## src/rtl/apb_cmd_master.sv

```systemverilog
// apb_cmd_master: single-outstanding APB4 initiator.
// Converts a valid/ready command stream into APB SETUP/ACCESS transfers and
// returns one response per command. A wait-state counter turns a slave that
// never asserts PREADY into an error response carrying a timeout flag.
module apb_cmd_master #(
  parameter int AW      = 12,
  parameter int TIMEOUT = 255
) (
  input  logic          clk,
  input  logic          reset,
  // command side
  input  logic          cmd_valid,
  output logic          cmd_ready,
  input  logic [AW-1:0] cmd_addr,
  input  logic          cmd_write,
  input  logic [31:0]   cmd_wdata,
  input  logic [3:0]    cmd_strb,
  input  logic [2:0]    cmd_prot,
  // response side
  output logic          rsp_valid,
  input  logic          rsp_ready,
  output logic [31:0]   rsp_rdata,
  output logic          rsp_err,
  output logic          rsp_timeout,
  // APB side
  output logic [AW-1:0] PADDR,
  output logic          PSEL,
  output logic          PENABLE,
  output logic          PWRITE,
  output logic [3:0]    PSTRB,
  output logic [2:0]    PPROT,
  output logic [31:0]   PWDATA,
  output logic          APBACTIVE,
  input  logic [31:0]   PRDATA,
  input  logic          PREADY,
  input  logic          PSLVERR
);

  // counter must be able to hold TIMEOUT itself; keep at least one bit when disabled
  localparam int CW = (TIMEOUT > 0) ? $clog2(TIMEOUT + 1) : 1;

  typedef enum logic [1:0] {IDLE, SETUP, ACCESS, RESP} state_t;

  typedef struct packed {
    logic [AW-1:0] addr;
    logic          write;
    logic [31:0]   wdata;
    logic [3:0]    strb;
    logic [2:0]    prot;
  } req_t;

  typedef struct packed {
    logic [31:0] rdata;
    logic        err;
    logic        timeout;
  } rsp_t;

  state_t        state, state_nxt;
  req_t          req_q;
  rsp_t          rsp_q, rsp_d;
  logic [CW-1:0] wait_cnt, wait_inc;
  logic          cmd_fire, rsp_fire, tmo_hit, acc_done;

  assign cmd_fire = cmd_valid & cmd_ready;
  assign rsp_fire = rsp_valid & rsp_ready;

  // saturating increment; abort when this ACCESS cycle would be the TIMEOUT-th unready one
  assign wait_inc = (wait_cnt == {CW{1'b1}}) ? wait_cnt : wait_cnt + CW'(1);
  assign tmo_hit  = (TIMEOUT != 0) && !PREADY && (wait_inc == CW'(TIMEOUT));
  assign acc_done = (state == ACCESS) && (PREADY || tmo_hit);

  // state register
  always_ff @(posedge clk) begin
    if (reset) state <= IDLE;
    else       state <= state_nxt;
  end

  // next-state logic; completion takes priority over timeout via PREADY in tmo_hit
  always_comb begin
    state_nxt = state;
    unique case (state)
      IDLE:   if (cmd_fire) state_nxt = SETUP;
      SETUP:  state_nxt = ACCESS;
      ACCESS: if (PREADY || tmo_hit) state_nxt = RESP;
      RESP:   if (rsp_fire) state_nxt = IDLE;
      default: state_nxt = IDLE;
    endcase
  end

  // state-decoded outputs; cmd_ready is masked while reset is held
  always_comb begin
    cmd_ready = 1'b0;
    PSEL      = 1'b0;
    PENABLE   = 1'b0;
    rsp_valid = 1'b0;
    unique case (state)
      IDLE:   cmd_ready = !reset;
      SETUP:  PSEL = 1'b1;
      ACCESS: begin PSEL = 1'b1; PENABLE = 1'b1; end
      RESP:   rsp_valid = 1'b1;
      default: ;
    endcase
    APBACTIVE = PSEL;
  end

  // command capture: word-align the address and zero strobes on reads up front
  always_ff @(posedge clk) begin
    if (reset) begin
      req_q <= '0;
    end else if (cmd_fire) begin
      req_q.addr  <= {cmd_addr[AW-1:2], 2'b00};
      req_q.write <= cmd_write;
      req_q.wdata <= cmd_wdata;
      req_q.strb  <= cmd_write ? cmd_strb : 4'b0000;
      req_q.prot  <= cmd_prot;
    end
  end

  // wait-state counter, restarted for every transfer
  always_ff @(posedge clk) begin
    if (reset)                          wait_cnt <= '0;
    else if (cmd_fire)                  wait_cnt <= '0;
    else if (state == ACCESS && !PREADY) wait_cnt <= wait_inc;
  end

  // response value at the end of ACCESS: slave completion or timeout abort
  always_comb begin
    rsp_d = '0;
    if (PREADY) begin
      rsp_d.rdata   = req_q.write ? 32'h0 : PRDATA;
      rsp_d.err     = PSLVERR;
      rsp_d.timeout = 1'b0;
    end else begin
      rsp_d.err     = 1'b1;
      rsp_d.timeout = 1'b1;
    end
  end

  // response register, held stable through RESP back-pressure
  always_ff @(posedge clk) begin
    if (reset)         rsp_q <= '0;
    else if (acc_done) rsp_q <= rsp_d;
  end

  assign PADDR       = req_q.addr;
  assign PWRITE      = req_q.write;
  assign PWDATA      = req_q.wdata;
  assign PSTRB       = req_q.strb;
  assign PPROT       = req_q.prot;
  assign rsp_rdata   = rsp_q.rdata;
  assign rsp_err     = rsp_q.err;
  assign rsp_timeout = rsp_q.timeout;

endmodule

```

## config.mk

```make
export PLATFORM = sky130hd
export DESIGN_NAME = apb_cmd_master
export DESIGN_NICKNAME = d
export VERILOG_FILES = /design/src/rtl/apb_cmd_master.sv
export SDC_FILE = /design/constraint.sdc
export NUM_CORES = 1
export LEC_CHECK = 0
export ABC_AREA = 1
export CAP_MARGIN = 0
export CORE_MARGIN = 10
export CORE_UTILIZATION = 40
export DETAILED_ROUTE_END_ITERATION = 10
export PLACE_DENSITY = 0.87
export REMOVE_ABC_BUFFERS = 1
export SLEW_MARGIN = 20
export SYNTH_ARGS = -nofsm -noshare
export SYNTH_HDL_FRONTEND = slang
export SYNTH_SLANG_ARGS = --single-unit
```

## constraint.sdc

```tcl
create_clock -name clk -period 2.95 [get_ports clk]
set_clock_uncertainty 0.2 [all_clocks]
set_input_delay 0.59 -clock clk [delete_from_list [all_inputs] [get_ports clk]]
set_output_delay 0.59 -clock clk [all_outputs]
set_load 0.01 [all_outputs]
```

==> impl_metrics.env <==
export IMPL_status="finished, final reports clean"
export IMPL_die_h_um=120
export IMPL_regArea_um2=1880
export IMPL_cts_sinks=94
export IMPL_drive_gt1_share_pct=18.5
export IMPL_path_max_fanout=37
export IMPL_diodes=0
export IMPL_grt_pass1_wl_mm=20.4
export IMPL_crit_slowest_cell="clkdlybuf4s50_1"
export IMPL_required_ns=2.16
export IMPL_worstMarginPinSlew_ns=1.01
export IMPL_clk_pin_slew_worst_paths_ns=0.10
export IMPL_crit_arrival_ns=1.81
export IMPL_worstSetupEndpointType="output port"
export IMPL_finalMaxSlewViolations=0
export IMPL_clock_path_buffers=2
export IMPL_maxCapViolCount=0
export IMPL_vias=3615
export IMPL_port_buffers=176
export IMPL_route_final_wire_length_mm=12.9
export IMPL_path_cells="inv_1 > ha_1 > buf_12 > clkdlybuf4s50_1"
export IMPL_cts_tree="yes"
export IMPL_fmax_ghz=0.385
export IMPL_fp_coreArea_um2=9770
export IMPL_ys_ff_latch=94
export IMPL_synth_seq_area_share_pct=46.9
export IMPL_syn_to_final_growth_pct=50.2
export IMPL_grt_max_degree=51
export IMPL_fillerInstances=793
export IMPL_antenna_found_initial=0
export IMPL_via_per_inst=5.19
export IMPL_grt_pass1_vias=3885
export IMPL_cts_root_buf="clkbuf_8"
export IMPL_worst_path_buf_inv=3
export IMPL_row_count=36
export IMPL_drc=0
export IMPL_finalCritPeriodShare_pct=88.1
export IMPL_path_class="register to output port"
export IMPL_h_tree_depth=3
export IMPL_rsz0062_at_grt="false"
export IMPL_postRouteAntennaNets=0
export IMPL_clkLatencyLatePin_ns=0.36
export IMPL_netlist_instances=396
export IMPL_min_path_type="register to register"
export IMPL_p_per_area_nw_per_um2=639
export IMPL_grt_remaining_overflow=0
export IMPL_multi_input_area_um2=1790
export IMPL_globalRouteTotalUtil_pct=17.3
export IMPL_wl_per_cell_um=18.5
export IMPL_total_power_uw=3850
export IMPL_final_hold_viol_count=0
export IMPL_firstDrtPassIters=4
export IMPL_peakVddDrop_mv=0.334
export IMPL_start_kind="register"
export IMPL_place_hpwl_mm=9.61
export IMPL_dr_first_iter_drc_count=238
export IMPL_start_util_pct=41.0
export IMPL_place_gp_congestion=0.810
export IMPL_finish_net_count=653
export IMPL_die_area_um2=14400
export IMPL_postCtsHoldBufs=0
export IMPL_ys_warn_count=0
export IMPL_leakagePower_uw=0.00227
export IMPL_min_period_ns=2.60
export IMPL_synth_area_um2=4010
export IMPL_max_slew_margin_rel_pct=32.8
export IMPL_cts_made_buffers=9
export IMPL_cts_resized=0
export IMPL_cpLargestDelayFamily="buffers and inverters"
export IMPL_holdWs_ns=0.278
export IMPL_setup_viol=0
export IMPL_postCtsSetupBuffers=0
export IMPL_yosysUniqueCellTypes=35
export IMPL_synth_avg_cell_area_um2=10.1
export IMPL_die_x_um=120
export IMPL_pin_count=181
export IMPL_cpPeakStageDelay_ns=0.57
==> synth_stat cells <==
cell type / instances / area, µm²
a211oi_1: 1 / 7.51
a21oi_1: 5 / 25.0
a21oi_2: 29 / 254
a21oi_4: 1 / 16.3
a22o_1: 45 / 394
a22oi_1: 1 / 7.51
a32o_1: 4 / 40.0
buf_12: 3 / 60.1
buf_2: 5 / 25.0
buf_4: 6 / 45.0
buf_6: 2 / 22.5
clkbuf_1: 16 / 60.1
conb_1: 1 / 3.75
dfxtp_1: 94 / 1880
dlygate4sd1_1: 2 / 17.5
dlygate4sd3_1: 2 / 20.0
ha_1: 5 / 62.6
inv_1: 25 / 93.8
inv_2: 2 / 7.51
nand2_1: 32 / 120
nand2_2: 5 / 31.3
nand2_4: 2 / 22.5
nand3_1: 13 / 65.1
nand3_2: 30 / 300
nand3_4: 1 / 17.5
nand4_1: 32 / 200
nor2_1: 12 / 45.0
nor2_2: 1 / 6.26
nor2_4: 3 / 33.8
nor2_8: 1 / 20.0
o211ai_1: 6 / 45.0
o21ai_0: 5 / 25.0
o21ai_2: 1 / 8.76
o21bai_1: 2 / 15.0
xor2_1: 1 / 8.76
==> cells by family (layout without fill, tap and decap cells) <==
family          after synthesis  after routing  synth area share [%]
simple gates                132            132                  21.5
other cells                   1              2                0.0935
fa+ha+maj                     5              5                  1.56
buf+inv                      63            229                  8.77
xor+xnor                      1              1                 0.219
flops                        94             94                  46.9
compound gates              100            100                  20.9
==> cell type report <==
cell class / count / share of cell area [%]
Timing Repair Buffer: 186 / 31.3
Clock inverter: 5 / 0.956
Sequential cell: 94 / 31.3
Tap cell: 133 / 2.76
Clock buffer: 11 / 2.35
Inverter: 27 / 1.68
Multi-Input combinational cell: 240 / 29.7
==> layer usage <==
layer	up-vias	part of all wire, %	global-route usage [%]
met5	-	0	0
met4	0	1.9	7.39
met3	16	11	7.74
met2	162	47	28.0
met1	1709	40	19.3
li1	1728	-	-
==> registers in the layout, summed over array words and instances (netlist names) <==
signal and cells:
PWRITE 1, rsp_timeout 1, PWDATA 32, PADDR 10, PPROT 3, rsp_rdata 32
wait_cnt 8, PSTRB 4, rsp_err 1, state 2
==> path summary, 6_finish.rpt <==
check / startpoint / end / slack [ns] / cells after the start
hold / removal: PSTRB[0] / PSTRB[0] / 0.28 / 1
setup reg to reg: wait_cnt[1] / rsp_rdata[27] / 0.50 / 11
hold reg to reg: PSTRB[0] / PSTRB[0] / 0.28 / 1
setup / recovery: state[0] / PENABLE / 0.35 / 4
==> report_power, final <==
group	internal, µW	leakage [µW]	switching [µW]
registers	1480	0.000767	145
clock network	418	0.000104	456
logic	705	0.00140	645
==> through the flow <==
stage | worst slack [ns] | instance area [µm²] | TNS, ns | instances | util [%]
finish | 0.350 | 6020 | 0 | 696 | 61.6
global route | 0.275 | 6020 | 0 | 696 | 61.6
CTS | 0.334 | 6020 | 0 | 696 | 61.6
detailed placement | 0.509 | 5820 | 0 | 680 | 59.5
global placement | 0.147 | 5800 | 0 | 679 | 59.3
floorplan | -0.699 | 3760 | -27.49 | 361 | -
==> placed cells by master (no fill, tap or decap), drive strengths merged, types with 2 or more instances in the layout <==
| cell | Yosys | layout |
|---|---|---|
| inv | 27 | 28 |
| o211ai | 6 | 6 |
| conb | 1 | 2 |
| nor2 | 17 | 17 |
| nand2 | 39 | 39 |
| a21oi | 35 | 35 |
| a32o | 4 | 4 |
| ha | 5 | 5 |
| a22o | 45 | 45 |
| nand3 | 44 | 44 |
| buf | 16 | 11 |
| clkinv | 0 | 3 |
| o21ai | 6 | 6 |
| clkdlybuf4s50 | 0 | 175 |
| nand4 | 32 | 32 |
| dfxtp | 94 | 94 |
| clkbuf | 16 | 11 |
| o21bai | 2 | 2 |
==> worst register-to-register path: stages, from the launching register on <==
cell	delay, ns
dfxtp_1	0.40
ha_1	0.24
nand2_4	0.10
nor2_8	0.13
nand2_4	0.11
nand2_1	0.12
nand2_2	0.09
nor2_4	0.14
nand3_4	0.36
buf_12	0.31
nand3_2	0.07
a21oi_2	0.06
Power figures use the tool's default switching activity.
